### src/rtl/rgb_dither_pkg.sv
// rgb_dither_pkg: shared video constants and helpers.
//   BAYER4       - 4x4 ordered-dither threshold matrix, row-major, 4 bits per entry
//   bayer_lookup - threshold for a (row, col) matrix position
//   bayer_bias   - scales a 4-bit threshold into the D dropped bits of a channel
package rgb_dither_pkg;

    localparam logic [3:0] BAYER4 [16] = '{
        4'd0,  4'd8,  4'd2,  4'd10,
        4'd12, 4'd4,  4'd14, 4'd6,
        4'd3,  4'd11, 4'd1,  4'd9,
        4'd15, 4'd7,  4'd13, 4'd5
    };

    function automatic logic [3:0] bayer_lookup(input logic [1:0] row, input logic [1:0] col);
        return BAYER4[{row, col}];
    endfunction

    // Result is always below 2^d, so adding it can carry at most one bit past the
    // kept field; the channel saturates on that carry.
    function automatic logic [7:0] bayer_bias(input logic [3:0] t, input int unsigned d);
        logic [7:0] t8;
        t8 = {4'b0000, t};
        if (d >= 4) begin
            return t8 << (d - 4);
        end else begin
            return t8 >> (4 - d);
        end
    endfunction

endpackage

### src/rtl/rgb_dither_channel.sv
// dither_channel: combinational ordered dither of one 8-bit colour channel.
//   value     in  8     input channel value
//   t         in  4     Bayer threshold for this pixel
//   dither_en in  1     1 = add scaled threshold before truncating, 0 = plain truncation
//   result    out OUTW  saturated, truncated channel value
module dither_channel
    import rgb_dither_pkg::*;
#(
    parameter int unsigned OUTW = 6
) (
    input  logic [7:0]      value,
    input  logic [3:0]      t,
    input  logic            dither_en,
    output logic [OUTW-1:0] result
);

    localparam int unsigned D = 8 - OUTW;

    logic [7:0] bias;
    logic [8:0] sum;

    always_comb begin
        bias = dither_en ? bayer_bias(t, D) : 8'd0;
        sum  = {1'b0, value} + {1'b0, bias};
        // A carry out of bit 7 means the rounded value overflowed the kept field.
        if (sum[8]) begin
            result = '1;
        end else begin
            result = OUTW'(sum >> D);
        end
    end

endmodule

### src/rtl/rgb_dither.sv
// rgb_dither: two-stage ordered-dither output stage for the board DAC.
//   clk, rst_n                    clock, asynchronous active-low reset
//   ce                            pixel clock enable; all state advances only when high
//   dither_en, temporal_en        Bayer dither enable, per-frame matrix rotation enable
//   ri, gi, bi                    8-bit RGB input pixel
//   hsync_n, vsync_n, blank_n     active-low syncs/blank aligned with the RGB input
//   ro, go, bo                    OUTW-bit dithered RGB, forced to 0 while blanked
//   hsync_n_o, vsync_n_o, blank_n_o  syncs/blank delayed by the same 2 ce pulses
module rgb_dither
    import rgb_dither_pkg::*;
#(
    parameter int unsigned OUTW = 6
) (
    input  logic            clk,
    input  logic            rst_n,
    input  logic            ce,
    input  logic            dither_en,
    input  logic            temporal_en,
    input  logic [7:0]      ri,
    input  logic [7:0]      gi,
    input  logic [7:0]      bi,
    input  logic            hsync_n,
    input  logic            vsync_n,
    input  logic            blank_n,
    output logic [OUTW-1:0] ro,
    output logic [OUTW-1:0] go,
    output logic [OUTW-1:0] bo,
    output logic            hsync_n_o,
    output logic            vsync_n_o,
    output logic            blank_n_o
);

    // Pixel coordinate state and edge-detect history.
    logic [1:0] x_q, y_q, frame_q;
    logic       blank_prev_q, vsync_prev_q;

    logic       eol, vs_fall;
    logic [1:0] row, col;
    logic [3:0] t_d;

    always_comb begin
        eol     = blank_prev_q & ~blank_n;
        vs_fall = vsync_prev_q & ~vsync_n;
        row     = y_q ^ (temporal_en ? frame_q : 2'b00);
        col     = x_q ^ (temporal_en ? {frame_q[0], frame_q[1]} : 2'b00);
        t_d     = bayer_lookup(row, col);
    end

    always_ff @(posedge clk or negedge rst_n) begin
        if (!rst_n) begin
            x_q          <= 2'd0;
            y_q          <= 2'd0;
            frame_q      <= 2'd0;
            // History starts high so releasing reset never fakes a falling edge.
            blank_prev_q <= 1'b1;
            vsync_prev_q <= 1'b1;
        end else if (ce) begin
            x_q <= blank_n ? x_q + 2'd1 : 2'd0;
            // Frame start wins over end-of-line when both land on the same pixel.
            if (vs_fall) begin
                y_q     <= 2'd0;
                frame_q <= frame_q + 2'd1;
            end else if (eol) begin
                y_q <= y_q + 2'd1;
            end
            blank_prev_q <= blank_n;
            vsync_prev_q <= vsync_n;
        end
    end

    // Stage 1: input pixel, threshold and per-pixel dither enable.
    logic [7:0] r1_q, g1_q, b1_q;
    logic [3:0] t1_q;
    logic       den1_q, hs1_q, vs1_q, bl1_q;

    always_ff @(posedge clk or negedge rst_n) begin
        if (!rst_n) begin
            r1_q   <= 8'd0;
            g1_q   <= 8'd0;
            b1_q   <= 8'd0;
            t1_q   <= 4'd0;
            den1_q <= 1'b0;
            hs1_q  <= 1'b1;
            vs1_q  <= 1'b1;
            bl1_q  <= 1'b1;
        end else if (ce) begin
            r1_q   <= ri;
            g1_q   <= gi;
            b1_q   <= bi;
            t1_q   <= t_d;
            den1_q <= dither_en;
            hs1_q  <= hsync_n;
            vs1_q  <= vsync_n;
            bl1_q  <= blank_n;
        end
    end

    logic [OUTW-1:0] r_res, g_res, b_res;

    dither_channel #(.OUTW(OUTW)) u_ch_r (
        .value     (r1_q),
        .t         (t1_q),
        .dither_en (den1_q),
        .result    (r_res)
    );

    dither_channel #(.OUTW(OUTW)) u_ch_g (
        .value     (g1_q),
        .t         (t1_q),
        .dither_en (den1_q),
        .result    (g_res)
    );

    dither_channel #(.OUTW(OUTW)) u_ch_b (
        .value     (b1_q),
        .t         (t1_q),
        .dither_en (den1_q),
        .result    (b_res)
    );

    // Stage 2: saturated result, blanked pixels forced to black.
    always_ff @(posedge clk or negedge rst_n) begin
        if (!rst_n) begin
            ro        <= '0;
            go        <= '0;
            bo        <= '0;
            hsync_n_o <= 1'b1;
            vsync_n_o <= 1'b1;
            blank_n_o <= 1'b1;
        end else if (ce) begin
            ro        <= bl1_q ? r_res : '0;
            go        <= bl1_q ? g_res : '0;
            bo        <= bl1_q ? b_res : '0;
            hsync_n_o <= hs1_q;
            vsync_n_o <= vs1_q;
            blank_n_o <= bl1_q;
        end
    end

endmodule

### config.mk
export PLATFORM = sky130hd
export DESIGN_NAME = rgb_dither
export DESIGN_NICKNAME = d
export VERILOG_FILES = /design/src/rtl/rgb_dither_pkg.sv /design/src/rtl/rgb_dither_channel.sv /design/src/rtl/rgb_dither.sv
export SDC_FILE = /design/constraint.sdc
export NUM_CORES = 1
export LEC_CHECK = 0
export ABC_AREA = 1
export ABC_CLOCK_PERIOD_IN_PS = 3200
export CAP_MARGIN = 20
export CORE_ASPECT_RATIO = 0.9
export CORE_MARGIN = 10
export CORE_UTILIZATION = 40
export CTS_CLUSTER_DIAMETER = 80
export DETAILED_ROUTE_END_ITERATION = 10
export PLACE_DENSITY_LB_ADDON = 0.1
export SETUP_SLACK_MARGIN = 0.05
export SLEW_MARGIN = 20
export SYNTH_ARGS = -nofsm -noshare
export SYNTH_HDL_FRONTEND = slang
export SYNTH_SLANG_ARGS = --single-unit
### constraint.sdc
create_clock -name clk -period 3.2 [get_ports clk]
set_input_delay 0.64 -clock clk [delete_from_list [all_inputs] [get_ports clk]]
set_output_delay 0.64 -clock clk [all_outputs]
set_load 0.1 [all_outputs]
==> results of run 1 <==
## state kept, by name, indices dropped and copies added, names as in the netlist, 2 cells and up
name,cells
b1_q,8
g1_q,8
r1_q,8
bo,6
go,6
ro,6
frame_q,2
t1_q,2
## metal layers
layer,vias up,GRT usage (%)
met2,42,20.3
met5,-,0
met3,4,3.94
met1,981,14.6
met4,0,2.55
li1,1132,-
## power by group through the flow
stage          clock network, mW  registers (mW)  logic, mW
2_1_floorplan                  0            1.04      0.180
3_3_place_gp                   0           0.852      0.513
3_5_place_dp                   0           0.853      0.518
4_1_cts                    0.389           0.841      0.518
5_1_grt                    0.417           0.853      0.562
6_report                   0.365           0.840      0.510
## layout by cell type (no fill, tap or decap)
cell type and count:
nand2_1 151, dfrtp_1 49, inv_1 33, o21ai_0 31, clkdlybuf4s50_1 29, buf_4 24
nor2_1 10, nand3_1 8, o21ai_1 7, dfstp_2 6, nor3_1 5, clkbuf_8 5
nand2_2 4, nand3_2 4, a21oi_1 3, nand4_1 3, xor2_1 3, clkbuf_1 3
inv_2 2, buf_2 2, xnor2_1 1, o21a_1 1, o211ai_1 1
## how the worst max path moves through the flow
stage / to / from / cells past startpoint
floorplan: bo[0] / bo[0] / 0
global placement: go[4] / ce / 6
detailed placement: go[4] / ce / 6
CTS: hsync_n_o / hsync_n_o / 1
global route: blank_n_o / blank_n_o / 1
finish: hsync_n_o / hsync_n_o / 1
## cell families after synthesis
family          share of synthesized area, %
compound gates                          8.57
buf+inv                                 6.87
xor+xnor                                1.36
simple gates                            29.3
flops                                   53.9
## final cells by class
type / count / area [µm²] / share of cell area, %
Multi-Input combinational cell: 232 / 1010 / 31.6
Inverter: 35 / 131 / 4.11
Timing Repair Buffer: 55 / 480 / 15.0
Clock buffer: 8 / 80.1 / 2.51
Sequential cell: 55 / 1380 / 43.3
Tap cell: 87 / 109 / 3.41
## through the flow
step                      instances  worst slack, ns  util (%)  hold slack, ns  total power [mW]
after floorplan                 332             1.66         -           0.344              1.22
after global placement          464             1.28      50.4           0.453              1.37
after detailed placement        464             1.23      50.4           0.456              1.37
after CTS                       472             1.42      51.6           0.339              1.75
after global routing            472             1.39      51.6           0.363              1.83
final                           472             1.44      51.6           0.327              1.72
==> summary.txt, run 1 <==
Status -> complete, no violations
Diode count -> 0
Max-slew headroom -> 35.8%
Post-synth EDFFs -> 0
Post-synth top area share -> 47.7%
Synth unique cells -> 21
Cts hold-fix bufs -> 0
Fin crit period -> 1.76 ns
IO buf count -> 52
Cells after Synth -> 332
Unrepaired setup endpoints after global routing -> false
Combinational power share -> 29.7%
F_max -> 0.569 GHz
Setup CP Type -> flip-flop to output port
Post-route cell area -> 3190 µm²
Buf+Inv Stages, Crit Path -> 1
Max-Cap Viols -> 0
Number of H-tree levels -> 2
CP endpoint kind -> output port
Yosys reg bits -> 55
Synth-to-Final Area Change -> 24.3%
Avg Cell Area, Syn -> 7.74 µm²
Clock tree sinks -> 55
Crit path max-delay family -> flip-flops
Post-CTS Setup Bufs -> 0
Cts bufs inserted -> 5
IO Count -> 53
Syn_nets -> 364
Vias in the first global route -> 2268
Final Setup Violations -> 0
Slowest cell on crit path -> dfstp_2
# DRC -> 0
Fin nets -> 416
CP Data Arrival Time -> 1.12 ns
Die Height -> 96.0 µm
Synth top cells by count -> nand2_1 (151), dfrtp_1 (49), inv_1 (33), o21ai_0 (31), nor2_1 (10)
Max layer used -> met4
PostCTS Resize Cnt -> 0
Rows -> 27
Wl on met1 -> 2.73 mm
Total die area -> 10000 µm²
Maximum vdd ir drop -> 0.000318 V
Max FO, Critical Path -> 2
Crit Reg-Reg Startpoint -> den1_q
Global route overflow -> 0
Clk pwr share -> 21.3%
Core ar. -> 6180 µm²
Fillers -> 644
Synth area leader -> dfrtp_1
Synth Warn # -> 0
Vias/cell -> 4.57
Initial Util -> 41.6%
Clk_lat worst skew -> 0.30 ns
Root Buffer -> clkbuf_8
Worst r2r dst -> ro[0]
Starting DRT DRC Count -> 45
Largest cells by area after synthesis -> dfrtp_1 (48%), nand2_1 (22%), dfstp_2 (6.1%), o21ai_0 (6.0%), inv_1 (4.8%)
Pint -> 1.09 mW
First-pass GRT wire length -> 10.1 mm
Top_reg_cell synth -> dfrtp_1
Skew final -> 0.0116 ns
Top-count cell post-synth -> nand2_1
Post-Syn Area -> 2570 µm²
Setup TNS -> 0 ns
Sequential area share after synthesis -> 53.9%
All-Layer GR Usage -> 12.0%
Clock Tree Buf Depth -> 2
Crit path cell chain -> buf_4
Worst-case reg-to-reg path depth -> 8
Final period util -> 55.0%
CP startpoint kind -> flip-flop
Placed cell areas -> 3110 µm²
Switching pwr -> 630 µW
Met3 routed wirelength -> 326 µm
WL final -> 5.68 mm
Wire length on met2 -> 2.58 mm
Leak Pwr -> 1.67 nW
Die span in x -> 104 µm
Largest net degree at the start of global routing -> 57
Worst path max stage delay -> 0.54 ns
CTS tree -> built
Switching part of the total -> 36.7%
Worst path required time -> 2.56 ns
Dpl hpwl -> 4.16 mm
HP Class -> primary input to async pin
Detailed Routing Iterations Pass 1 -> 4
Detail Route Antenna Nets -> 0
DR vias -> 2159
Initial antenna violation count -> 0
Hold Violations, Final -> 0
Layout cell share with drive strength beyond 1 -> 12.2%
Reg power frac -> 49.0%
Wire length per cell -> 12.0 µm
Max-slew violations -> 0
R2R Setup Slk -> 1.88 ns
Final GP Congestion -> 0.835
Worst-path clk slew -> 0.10 ns
Slew @ Worst Pin -> 0.962 ns
Pwr Density -> 537 nW/µm²
Async set-reset flop share out of synthesis -> 100%
Power figures use the tool's default switching activity.
==> run 2: changes to the inputs <==
--- a/config.mk
+++ b/config.mk
@@ -6,7 +6,7 @@
 export NUM_CORES = 1
 export LEC_CHECK = 0
 export ABC_AREA = 1
-export ABC_CLOCK_PERIOD_IN_PS = 3200
+export ABC_CLOCK_PERIOD_IN_PS = 1800
 export CAP_MARGIN = 20
 export CORE_ASPECT_RATIO = 0.9
 export CORE_MARGIN = 10
==> constraint.sdc (replaced) <==
create_clock -name clk -period 1.8 [get_ports clk]
set_input_delay 0.36 -clock clk [delete_from_list [all_inputs] [get_ports clk]]
set_output_delay 0.36 -clock clk [all_outputs]
set_load 0.1 [all_outputs]
==> run 2 against run 1 <==
  * Sequential power up 81%
  * Via count up 0.51%
  * Cell count up 0.64%
  * Routed wire length up 0.95%
  * Die area unchanged
  * Register-to-register slack worse by 1.4 ns
  * Non-clock buffer count up 3
  * Clock power up 100%
  * Setup slack worse by 1.1 ns
  * Cell area up 10%
  * Largest cell class unchanged
==> summary.txt, run 2 (same netlist as run 1, synthesis figures left out) <==
CTS tree -> built
Core ar. -> 6180 µm² (unchanged)
Final instance count without filler cells -> 475 (+0.64%)
Maximum vdd ir drop -> 0.000419 V (+32%)
Wire length per cell -> 12.1 µm (+0.31%)
First-pass GRT wire length -> 10.2 mm (+0.89%)
Max-slew headroom -> 78.1% (+42 points)
Layout cell share with drive strength beyond 1 -> 13.4% (+1.2 points)
Dpl hpwl -> 4.26 mm (+2.3%)
WL final -> 5.74 mm (+0.95%)
Diode count -> 0 (unchanged)
Die Height -> 96.0 µm (unchanged)
Pre-CTS setup slack -> 0.313 ns (-0.922 ns)
All-Layer GR Usage -> 12.3% (+0.33 points)
CP endpoint kind -> output port
Crit path max-delay family -> flip-flops
Commonest non-fill, non-tap cells in the layout -> nand2_1 (151), dfrtp_1 (49), inv_1 (33)
Die span in x -> 104 µm (unchanged)
Detailed Routing Iterations Pass 1 -> 4 (unchanged)
Hold Violations, Final -> 0 (unchanged)
Post-placement cell count -> 467 (+0.65%)
Cts bufs inserted -> 5 (unchanged)
Slew @ Worst Pin -> 0.328 ns (-0.634 ns)
Status -> complete, no violations
Rows -> 27 (unchanged)
Cts hold-fix bufs -> 0 (unchanged)
Worst r2r dst -> ro[3]
Clock tree sinks -> 55 (unchanged)
Slowest cell on crit path -> dfstp_2
Crit path from -> vsync_n_o
Worst path max stage delay -> 0.57 ns (+0.03 ns)
Max FO, Critical Path -> 2 (unchanged)
Total die area -> 10000 µm² (unchanged)
Clk_lat worst skew -> 0.31 ns (about the same)
Initial Util -> 41.6% (unchanged)
Root Buffer -> clkbuf_8
Fin crit period -> 1.42 ns
Worst path required time -> 1.44 ns (-1.12 ns)
Leak Pwr -> 1.77 nW (+6.1%)
CP Depth -> 1 (unchanged)
Final Util -> 56.8% (+5.1 points)
Commonest non-fill, non-tap cell in the layout -> nand2_1
Global route overflow -> 0 (unchanged)
Crit path cell chain -> buf_12
CP startpoint kind -> flip-flop
CP Data Arrival Time -> 1.06 ns (-0.06 ns)
Unrepaired setup endpoints after global routing -> false
Max-Cap Viols -> 0 (unchanged)
Synth-to-Final Area Change -> 36.7%
Fin nets -> 419 (+0.72%)
Max-slew violations -> 0 (unchanged)
Setup TNS -> 0 ns (unchanged)
IO buf count -> 52 (unchanged)
Largest net degree at the start of global routing -> 56 (-1.8%)
Worst-path clk slew -> 0.10 ns (about the same)
# DRC -> 0 (unchanged)
Skew final -> 0.00646 ns (-0.00518 ns)
Buf+Inv Stages, Crit Path -> 1 (unchanged)
Biggest registers after layout -> b1_q: 8 flops, g1_q: 8 flops, r1_q: 8 flops
Clock Tree Buf Depth -> 2 (unchanged)
Vias/cell -> 4.57 (-0.13%)
Final WS setup -> 0.382 ns (-1.06 ns)
PostCTS Resize Cnt -> 0 (unchanged)
R2R Setup Slk -> 0.47 ns (-1.41 ns)
DR vias -> 2170 (+0.51%)
Post-CTS Setup Bufs -> 0 (unchanged)
Number of H-tree levels -> 2 (unchanged)
Crit Reg-Reg Startpoint -> den1_q
Pwr Density -> 942 nW/µm² (+75%)
Fillers -> 591 (-8.2%)
Starting DRT DRC Count -> 104 (+130%)
Initial antenna violation count -> 0 (unchanged)
Worst-case reg-to-reg path depth -> 8 (unchanged)
HP Class -> primary input to async pin
Setup CP Type -> flip-flop to output port
IO Count -> 53 (unchanged)
Final period util -> 78.8%
Final Setup Violations -> 0 (unchanged)
Final GP Congestion -> 0.807 (-3.4%)
Hold Slack -> 0.0166 ns (-0.311 ns)
Vias in the first global route -> 2250 (-0.79%)
F_max -> 0.705 GHz
Detail Route Antenna Nets -> 0 (unchanged)
-- run 2: layout make-up --
cell class / count / area (µm²) / share of cell area, %
well taps: 87 / 109 / 3.10
multi-input cells: 232 / 1010 / 28.7
repair buffers: 58 / 778 / 22.2
clock buffers: 8 / 100 / 2.85
flip-flops and latches: 55 / 1380 / 39.4
inverters: 35 / 131 / 3.74
-- run 2: worst max path at each step --
stage | end | slack [ns]
after global routing | ro[1] | 0.30
after floorplan | bo[0] | 0.54
after detailed placement | y_q[0] | 0.31
final | vsync_n_o | 0.38
after CTS | vsync_n_o | 0.37
after global placement | y_q[0] | 0.35
-- run 2: power by group --
part           switching (mW)  leakage (nW)  internal, mW
Clock                   0.395        0.0515         0.352
Sequential              0.127         0.678          1.40
Combinational           0.653          1.04         0.385
Total                    1.17          1.77          2.13
-- run 2: per-stage QoR --
stage	total power, mW	instance area (µm²)
6_report	3.31	3510
3_3_place_gp	2.58	3410
5_1_grt	3.50	3510
4_1_cts	3.35	3510
3_5_place_dp	2.60	3410
2_1_floorplan	2.17	2570
-- run 2: metal layers --
layer	track usage [%]	routed length, µm
met1	15.0	2680
met2	20.1	2610
met3	4.68	387
met4	3.59	63
met5	0	0
